--- config.mk ---
export PLATFORM = sky130hd
export DESIGN_NAME = conv_inst_arb_flat
export DESIGN_NICKNAME = d
export VERILOG_FILES = /design/src/rtl/conv_inst_arb_if.sv /design/src/rtl/conv_inst_arb.sv /design/src/flat_wrapper.sv
export SDC_FILE = /design/constraint.sdc
export NUM_CORES = 1
export LEC_CHECK = 0
export CORE_MARGIN = 2
export CORE_UTILIZATION = 38
export CTS_BUF_LIST = sky130_fd_sc_hd__clkbuf_4 sky130_fd_sc_hd__clkbuf_8 sky130_fd_sc_hd__clkbuf_16
export DETAILED_ROUTE_END_ITERATION = 10
export PLACE_DENSITY = 0.88
export SLEW_MARGIN = 0
export SYNTH_ARGS = -nofsm -noshare
export SYNTH_HDL_FRONTEND = slang
export SYNTH_SLANG_ARGS = --single-unit
--- constraint.sdc ---
create_clock -name clk -period 4.5 [get_ports clk]
set_input_delay 0.9 -clock clk [delete_from_list [all_inputs] [get_ports clk]]
set_output_delay 0.9 -clock clk [all_outputs]
set_load 0.005 [all_outputs]
--- src/rtl/conv_inst_arb_if.sv ---
// Request and issue bundle between conv instruction sources, the arbiter and the loop expander.
// slave = arbiter view, master = environment (sources plus expander) view.
interface conv_inst_arb_if #(
    parameter int IW   = 40,
    parameter int NREQ = 4,
    parameter int SW   = 2
);
    logic [NREQ*IW-1:0] req_inst;
    logic [NREQ-1:0]    req_valid;
    logic [NREQ-1:0]    req_ready;
    logic [IW-1:0]      s_inst;
    logic               s_valid;
    logic               s_ready;
    logic [SW-1:0]      s_src;
    logic               locked;

    modport slave (
        input  req_inst, req_valid, s_ready,
        output req_ready, s_inst, s_valid, s_src, locked
    );

    modport master (
        output req_inst, req_valid, s_ready,
        input  req_ready, s_inst, s_valid, s_src, locked
    );
endinterface

--- src/rtl/conv_inst_arb.sv ---
// Round-robin arbiter with grant lock sharing one conv loop expander; CONV_INST_ARB_STAT_EN adds per-source accept counters.
// Latency: one cycle from accept edge to s_valid; full throughput under continuous s_ready.
// Backpressure: while s_valid && !s_ready the output holds and every req_ready is low.
module conv_inst_arb #(
    parameter int IW       = 40,
    parameter int NREQ     = 4,
    parameter int SW       = 2,
    parameter int LOCK_MAX = 16,
    parameter int CW       = 16
) (
    input  logic clk,
    input  logic rst,
    conv_inst_arb_if.slave bus
`ifdef CONV_INST_ARB_STAT_EN
    ,
    input  logic               stat_clr,
    output logic [NREQ*CW-1:0] stat_cnt
`endif
);
    localparam int LCW = (LOCK_MAX > 2) ? $clog2(LOCK_MAX) : 1;

    if (((1 << SW) < NREQ) || (NREQ < 2) || (NREQ > 8) || (LOCK_MAX < 2) || (CW < 1)) begin : g_bad_param
        $error("conv_inst_arb: illegal parameter combination");
    end

    typedef enum logic {ST_FREE, ST_LOCK} state_t;

    state_t          state, state_nxt;
    logic [SW-1:0]   ptr;
    logic [SW-1:0]   lock_id;
    logic [LCW-1:0]  lock_cnt;
    logic [SW-1:0]   win;
    logic            win_vld;
    logic [IW-1:0]   win_inst;
    logic            lock_bit;
    logic            ld;
    logic            acc;
    logic            tmo;
    logic [2*NREQ-1:0] vld_rot;

    assign ld       = !bus.s_valid || bus.s_ready;
    assign acc      = ld && win_vld;
    assign win_inst = bus.req_inst[int'(win)*IW +: IW];
    assign lock_bit = win_inst[IW-1];
    assign tmo      = (state == ST_LOCK) && (lock_cnt == LCW'(LOCK_MAX-1));
    assign vld_rot  = {bus.req_valid, bus.req_valid} >> ptr;

    // Rotated search: the lowest set bit of vld_rot is the first valid at or after ptr.
    always_comb begin
        win     = '0;
        win_vld = 1'b0;
        if (state == ST_LOCK) begin
            win     = lock_id;
            win_vld = bus.req_valid[lock_id];
        end else begin
            for (int k = NREQ-1; k >= 0; k--) begin
                if (vld_rot[k]) begin
                    win_vld = 1'b1;
                    win     = (int'(ptr) + k >= NREQ) ? SW'(int'(ptr) + k - NREQ)
                                                      : SW'(int'(ptr) + k);
                end
            end
        end
    end

    always_ff @(posedge clk) begin
        if (rst) state <= ST_FREE;
        else     state <= state_nxt;
    end

    // Timeout wins over everything, and a lock bit seen in the release cycle cannot relock.
    always_comb begin
        state_nxt = state;
        case (state)
            ST_FREE: if (acc && lock_bit)                 state_nxt = ST_LOCK;
            ST_LOCK: if (tmo || (acc && !lock_bit))       state_nxt = ST_FREE;
            default:                                      state_nxt = ST_FREE;
        endcase
    end

    always_comb begin
        bus.req_ready = '0;
        if (acc) bus.req_ready[win] = 1'b1;
        bus.locked = (state == ST_LOCK);
    end

    always_ff @(posedge clk) begin
        if (rst) begin
            bus.s_valid <= 1'b0;
            bus.s_inst  <= '0;
            bus.s_src   <= '0;
            ptr         <= '0;
            lock_id     <= '0;
            lock_cnt    <= '0;
        end else begin
            if (ld) bus.s_valid <= acc;
            if (acc) begin
                bus.s_inst <= win_inst;
                bus.s_src  <= win;
            end
            if (acc && state == ST_FREE)
                ptr <= (win == SW'(NREQ-1)) ? '0 : win + SW'(1);
            if (acc && state == ST_FREE && lock_bit) begin
                lock_id  <= win;
                lock_cnt <= '0;
            end else if (state == ST_LOCK) begin
                lock_cnt <= lock_cnt + LCW'(1);
            end
        end
    end

`ifdef CONV_INST_ARB_STAT_EN
    for (genvar i = 0; i < NREQ; i++) begin : g_stat
        logic [CW-1:0] cnt;
        always_ff @(posedge clk) begin
            if (rst || stat_clr)
                cnt <= '0;
            else if (acc && win == SW'(i) && cnt != '1)
                cnt <= cnt + CW'(1);
        end
        assign stat_cnt[i*CW +: CW] = cnt;
    end
`endif
endmodule

--- src/flat_wrapper.sv ---
// flat-port wrapper written by rule: the top's interface ports become plain ports
module conv_inst_arb_flat 
#(
    parameter int IW       = 40,
    parameter int NREQ     = 4,
    parameter int SW       = 2,
    parameter int LOCK_MAX = 16,
    parameter int CW       = 16
)
  (clk, rst, bus_req_inst, bus_req_valid, bus_s_ready, bus_req_ready, bus_s_inst, bus_s_valid, bus_s_src, bus_locked);
  conv_inst_arb_if #(.IW(IW), .NREQ(NREQ), .SW(SW)) bus_i ();
  input  logic clk;
  input  logic rst;
  input wire logic [$bits(bus_i.req_inst)-1:0] bus_req_inst;
  input wire logic [$bits(bus_i.req_valid)-1:0] bus_req_valid;
  input wire logic [$bits(bus_i.s_ready)-1:0] bus_s_ready;
  output wire logic [$bits(bus_i.req_ready)-1:0] bus_req_ready;
  output wire logic [$bits(bus_i.s_inst)-1:0] bus_s_inst;
  output wire logic [$bits(bus_i.s_valid)-1:0] bus_s_valid;
  output wire logic [$bits(bus_i.s_src)-1:0] bus_s_src;
  output wire logic [$bits(bus_i.locked)-1:0] bus_locked;
  assign bus_i.req_inst = bus_req_inst;
  assign bus_i.req_valid = bus_req_valid;
  assign bus_i.s_ready = bus_s_ready;
  assign bus_req_ready = bus_i.req_ready;
  assign bus_s_inst = bus_i.s_inst;
  assign bus_s_valid = bus_i.s_valid;
  assign bus_s_src = bus_i.s_src;
  assign bus_locked = bus_i.locked;
  conv_inst_arb #(.IW(IW), .NREQ(NREQ), .SW(SW), .LOCK_MAX(LOCK_MAX), .CW(CW)) u_core (.clk(clk), .rst(rst), .bus(bus_i));
endmodule
# Word-level counts from Yosys, hierarchy flattened
# Cells that the tools add are included.
[word_totals]
word_cells = 64
regBits = 52
output_inout_bits = 48
inputBits = 167
[op_classes]
reduce_logical = 12
n_mul = 1
add_sub_neg = 9
n_shift = 2
bitwise_logic = 1
n_lt_le_gt_ge = 7
n_mux = 23
n_eq_ne = 2
[ops]
columns = ["op", "n"]
rows = [
  ["$shiftx 160x32->40", 1],
  ["$mux 2", 10],
  ["$ge 3x3->1 const B", 3],
  ["$mux 1", 9],
  ["$shr 8x2->4", 1],
  ["$sub 2x1->2 const B", 4],
  ["$logic_and 1x1->1", 7],
  ["$add 2x2->3 const B", 2],
  ["$lt 2x3->1 const B", 2],
  ["$mul 2x3->5 const B", 1],
  ["$add 4x1->4 const B", 1],
  ["$eq 4x4->1 const B", 1],
  ["$mux 4", 1],
  ["$add 2x1->3 const B", 1],
  ["$ge 2x3->1 const B", 1],
  ["$add 2x1->2 const B", 1],
  ["$bmux 1 s2", 1],
  ["$demux 1 s2", 1],
  ["$eq 2x2->1 const B", 1],
  ["$ge 2x1->1 const B", 1],
  ["$logic_not 1->1", 2],
  ["$logic_or 1x1->1", 2],
  ["$pmux 1 s2", 1],
  ["$reduce_or 2->1", 1],
  ["$not 1->1", 1],
]

# Depth between registers and ports, before layout
[logic_depth]
ltp_word = 15
depth_mapped = 9
ltp_nobuf = 8

# Least setup slack after synthesis
# OpenSTA, ideal clock, no wires.
[synth_path]
kind = "input to output"
start = "input port bus_req_valid[0]"
end = "output port bus_req_ready[1]"
path_stages = 8
required_ns = 3.600
setup_slack_ns = 1.232
path_buffers = 1
arrival_ns = 2.368
cell_sequence = "nand3_1 > nor2_1 > o31a_1 > nor2_2 > clkbuf_1 > inv_1 > ha_1 > and2_1"
[synth_via]
elab_chain_len = 11
elab_cells_between_ends = 20
cone_classes = "order compare (2); shift (1); mux (15); reduce/logical (2)"
[synth_lines]
columns = ["element", "line", "source"]
rows = [
  ["start, declared", "flat_wrapper.sv:15", "input wire logic [$bits(bus_i.req_valid)-1:0] bus_req_valid;"],
  ["$shr 8x2->4 *", "conv_inst_arb.sv:46", "assign vld_rot = {bus.req_valid, bus.req_valid} >> ptr;"],
  ["$mux 2 (3 in a row)", "conv_inst_arb.sv:57", "if (vld_rot[k]) begin"],
  ["$mux 2 *", "conv_inst_arb.sv:57", ""],
  ["$mux 2 *", "conv_inst_arb.sv:52", "if (state == ST_LOCK) begin"],
  ["net u_core.win[1]", "conv_inst_arb.sv:32", "logic [SW-1:0] win;"],
  ["$lt 2x3->1 (not written as such) or $ge 2x1->1 (tied branches)", "conv_inst_arb.sv:83", "if (acc) bus.req_ready[win] = 1'b1;"],
  ["$logic_and 1x1->1 (not written as such)", "conv_inst_arb.sv:83", ""],
  ["$mux 1 (not written as such)", "conv_inst_arb.sv:83", ""],
  ["$demux 1 s2 *", "-", ""],
  ["$mux 4 *", "conv_inst_arb.sv:83", ""],
  ["end, declared", "flat_wrapper.sv:17", "output wire logic [$bits(bus_i.req_ready)-1:0] bus_req_ready;"],
]
# The timed path passes the listed nets; every way through them passes the cells marked *. The select of a mux whose other input is x is not followed.

# Worst setup path after layout
[layout_path]
start = "input port bus_req_valid[1]"
end = "output port bus_req_ready[3]"
# Same word-level chain as after synthesis.

==> impl_metrics.py <==
metrics = {
    "detailed_routing": {
        "drt_iter0_drc": 77,
        "totalWireLength_um": 10800,
        "ant_nets": 0,
        "drc": 0,
        "post_drt_wl_per_cell_um": 19.6,
        "detail_route.first_pass.iterations": 4,
        "vias": 3025,
        "vias_per_cell": 5.49,
    },
    "synthesis": {
        "synth-edff-count": 0,
        "synth_cells": 241,
        "synth.distinct_cells": 48,
        "syn_area_per_cell_um2": 12.6,
        "async_flop_share": 0,
        "synth.net_count": 413,
        "synth.area.top_cells": "dfxtp_1, mux4_2, a22o_1",
        "yosys_warnings": 0,
        "synth_top_cell_area_share": 0.342,
        "synth_area_leader_cell": "dfxtp_1",
        "ys.flop_type": "dfxtp_1",
        "synth_area_um2": 3050,
        "ys_ff_latch": 52,
        "yosysSeqAreaShare": 0.342,
    },
    "placed_design": {
        "placed_cells": 543,
        "port_buffers": 214,
        "dp_slack_ns": 0.351,
        "gp_congestion": 0.765,
        "dp_hpwl_um": 8520,
    },
    "clock_network": {
        "cts_tree": "done",
        "cts_hold_buffers": 0,
        "cts_made_buffers": 5,
        "post_cts_buffers": 0,
        "numClockSinks": 52,
        "cts.clk_slew.worst_paths_ns": 0.09,
        "clk_path_buf_depth": 2,
        "worstSkewPairLatency_ns": 0.30,
        "cts_max_level": 2,
        "cts-root-buf": "clkbuf_8",
        "cts.repair.resized": 0,
    },
    "setup_path": {
        "worstPathRequired_ns": 3.60,
        "crit_path_end_kind": "output pin",
        "crit_fanout": 7,
        "r2r_start": "u_core.bus.locked",
        "crit_type": "primary input to output pin",
        "critPathLaunchType": "primary input",
        "worst-r2r-setup-slack_ns": 1.62,
        "arrival_ns": 3.26,
        "timing.rr.end": "u_core.bus.s_inst[32]",
        "r2r_cells": 7,
    },
    "grt": {
        "grt_pass1_vias": 3086,
        "grt_overflow_total": 0,
        "grt_max_degree": 30,
        "grt_pass1_wl_um": 16200,
        "grt_usage": 0.235,
        "antenna_found_initial": 0,
    },
    "sta": {
        "hold_ws_ns": 0.483,
        "fin_ws_ns": 0.337,
        "worst_pin_slew_ns": 0.788,
        "min_period_over_period": 0.925,
        "setup-violations-final": 0,
        "fin_setup_tns_ns": 0,
        "slew_headroom": 0.474,
        "hold_viol_final": 0,
        "slew_violations": 0,
        "fin_skew_ns": 0.0145,
        "rsz0062_at_grt": "no",
        "max_freq_mhz": 240,
        "period_needed_ns": 4.16,
    },
    "worst_hold_path": {
        "hold_depth": 1,
        "whs_endpoint": "u_core.bus.s_inst[36]",
        "hold_class": "flop to flop",
        "worstHoldStart": "u_core.bus.s_inst[36]",
    },
    "die": {
        "initial_core_util": 0.392,
        "dieArea_um2": 8750,
        "num_rows": 32,
        "ioPinCount": 215,
        "core_area_um2": 7770,
        "fp.dieW_um": 93.6,
        "die_height_um": 93.6,
    },
    "outcome": {
        "outcome": "finished clean",
    },
    "pwr": {
        "vdd_drop_max_mv": 0.324,
        "leakagePower_nw": 2.03,
        "p_per_area_nw_per_um2": 410,
        "p_sw_uw": 712,
        "power_frac_clock": 0.130,
        "p_comb_frac": 0.558,
        "seqPwrFrac": 0.312,
        "sw_frac_of_total": 0.324,
        "intPower_mw": 1.49,
    },
    "cells_and_area": {
        "drive_gt1_frac": 0.140,
        "multiInputGateArea_um2": 1890,
        "regArea_um2": 1040,
        "nNetsFinal": 620,
        "antenna_cells": 0,
        "synthToLayoutAreaGrowth_pct": 76.1,
        "nFillCells": 556,
        "final_core_util": 0.691,
        "layoutNonFillerInstCount": 551,
    },
    "run": {
        "cap_violations": 0,
    },
}
-- layout by cell type (no fill, tap or decap), types with 3 or more instances in the layout --
master,Yosys,layout
clkdlybuf4s50_1,0,214
dfxtp_1,52,52
a22o_1,40,40
mux4_2,39,39
nand2b_1,7,7
buf_4,0,7
nor2_1,7,6
a21oi_1,6,6
nand2_1,6,6
and2_1,6,6
clkbuf_8,0,6
ha_1,5,5
inv_1,4,4
mux2i_1,4,4
nor3_1,3,3
o21ai_0,3,3
-- synth_stat cells, types with 2 or more instances --
library cell	n
dfxtp_1	52
a22o_1	40
mux4_2	39
clkbuf_1	13
nand2b_1	7
nor2_1	7
a21oi_1	6
and2_1	6
nand2_1	6
ha_1	5
buf_2	4
buf_6	4
inv_1	4
mux2i_1	4
nor3_1	3
o21ai_0	3
a211oi_1	2
mux2_2	2
nand3_1	2
nand3b_1	2
nor3b_1	2
xor2_1	2
-- logic make-up (layout without fill, tap and decap cells) --
logic type	count (synthesis)	count (layout)	share of synthesized area
AOI/OAI and AO/OA	67	67	0.188
DFF	52	52	0.342
muxes	47	47	0.325
and+or+nand+nor	42	42	0.0760
buffers and inverters	26	234	0.0435
adders and majority gates	5	5	0.0205
xor gates and xnor gates	2	2	0.00575
-- how the worst max path moves through the flow --
| stage | depth (start not counted) | slack, ns | end | from |
|---|---|---|---|---|
| after floorplan | 8 | 1.23 | bus_req_ready[1] | bus_req_valid[0] |
| final | 9 | 0.34 | bus_req_ready[3] | bus_req_valid[1] |
| after CTS | 9 | 0.34 | bus_req_ready[3] | bus_req_valid[1] |
| after global placement | 9 | 0.42 | bus_req_ready[1] | bus_req_valid[1] |
| after detailed placement | 9 | 0.35 | bus_req_ready[3] | bus_req_valid[1] |
| after global routing | 9 | 0.20 | bus_req_ready[1] | bus_req_valid[1] |
-- worst max-delay path, stage by stage --
cell and delay (ns):
clkdlybuf4s50_1 0.50, or2_1 0.25, o221ai_1 0.25, o311ai_2 0.19, mux2i_4 0.25, inv_2 0.12
ha_1 0.21, and2_1 0.13, clkdlybuf4s50_1 0.44
-- final cells by class --
class	count	area share
timing repair buffer	221	0.409
multi-input combinational	163	0.352
sequential	52	0.194
tap	102	0.0238
clock buffer	8	0.0182
inverter	5	0.00350
-- metrics by stage --
stage	area [um^2]	power, mW
after floorplan	3050	1.39
after global placement	5270	1.89
after detailed placement	5270	1.92
after CTS	5370	2.21
after global routing	5370	2.33
final	5370	2.20
-- layer usage --
layer | GRT usage | routed length, um | vias to the layer above
li1 | - | - | 1392
met1 | 0.283 | 4040 | 1462
met3 | 0.0596 | 961 | 18
met2 | 0.419 | 5550 | 153
met4 | 0.0616 | 223 | 0
met5 | 0 | 0 | -
-- sequential cells by signal, summed over array words and instances, names as in the netlist --
name,cells
u_core.lock_id,2
u_core.lock_cnt,4
u_core.bus.s_src,2
u_core.bus.locked,1
u_core.ptr,2
u_core.bus.s_inst,40
u_core.bus.s_valid,1
-- power by group through the flow --
| stage | clock [mW] | combinational [mW] | sequential (mW) |
|---|---|---|---|
| 5_1_grt | 0.311 | 1.31 | 0.701 |
| 3_3_place_gp | 0 | 1.21 | 0.684 |
| 4_1_cts | 0.290 | 1.24 | 0.683 |
| 6_report | 0.286 | 1.23 | 0.685 |
| 2_1_floorplan | 0 | 0.715 | 0.676 |
| 3_5_place_dp | 0 | 1.23 | 0.693 |
(Power assumes the default switching activity.)
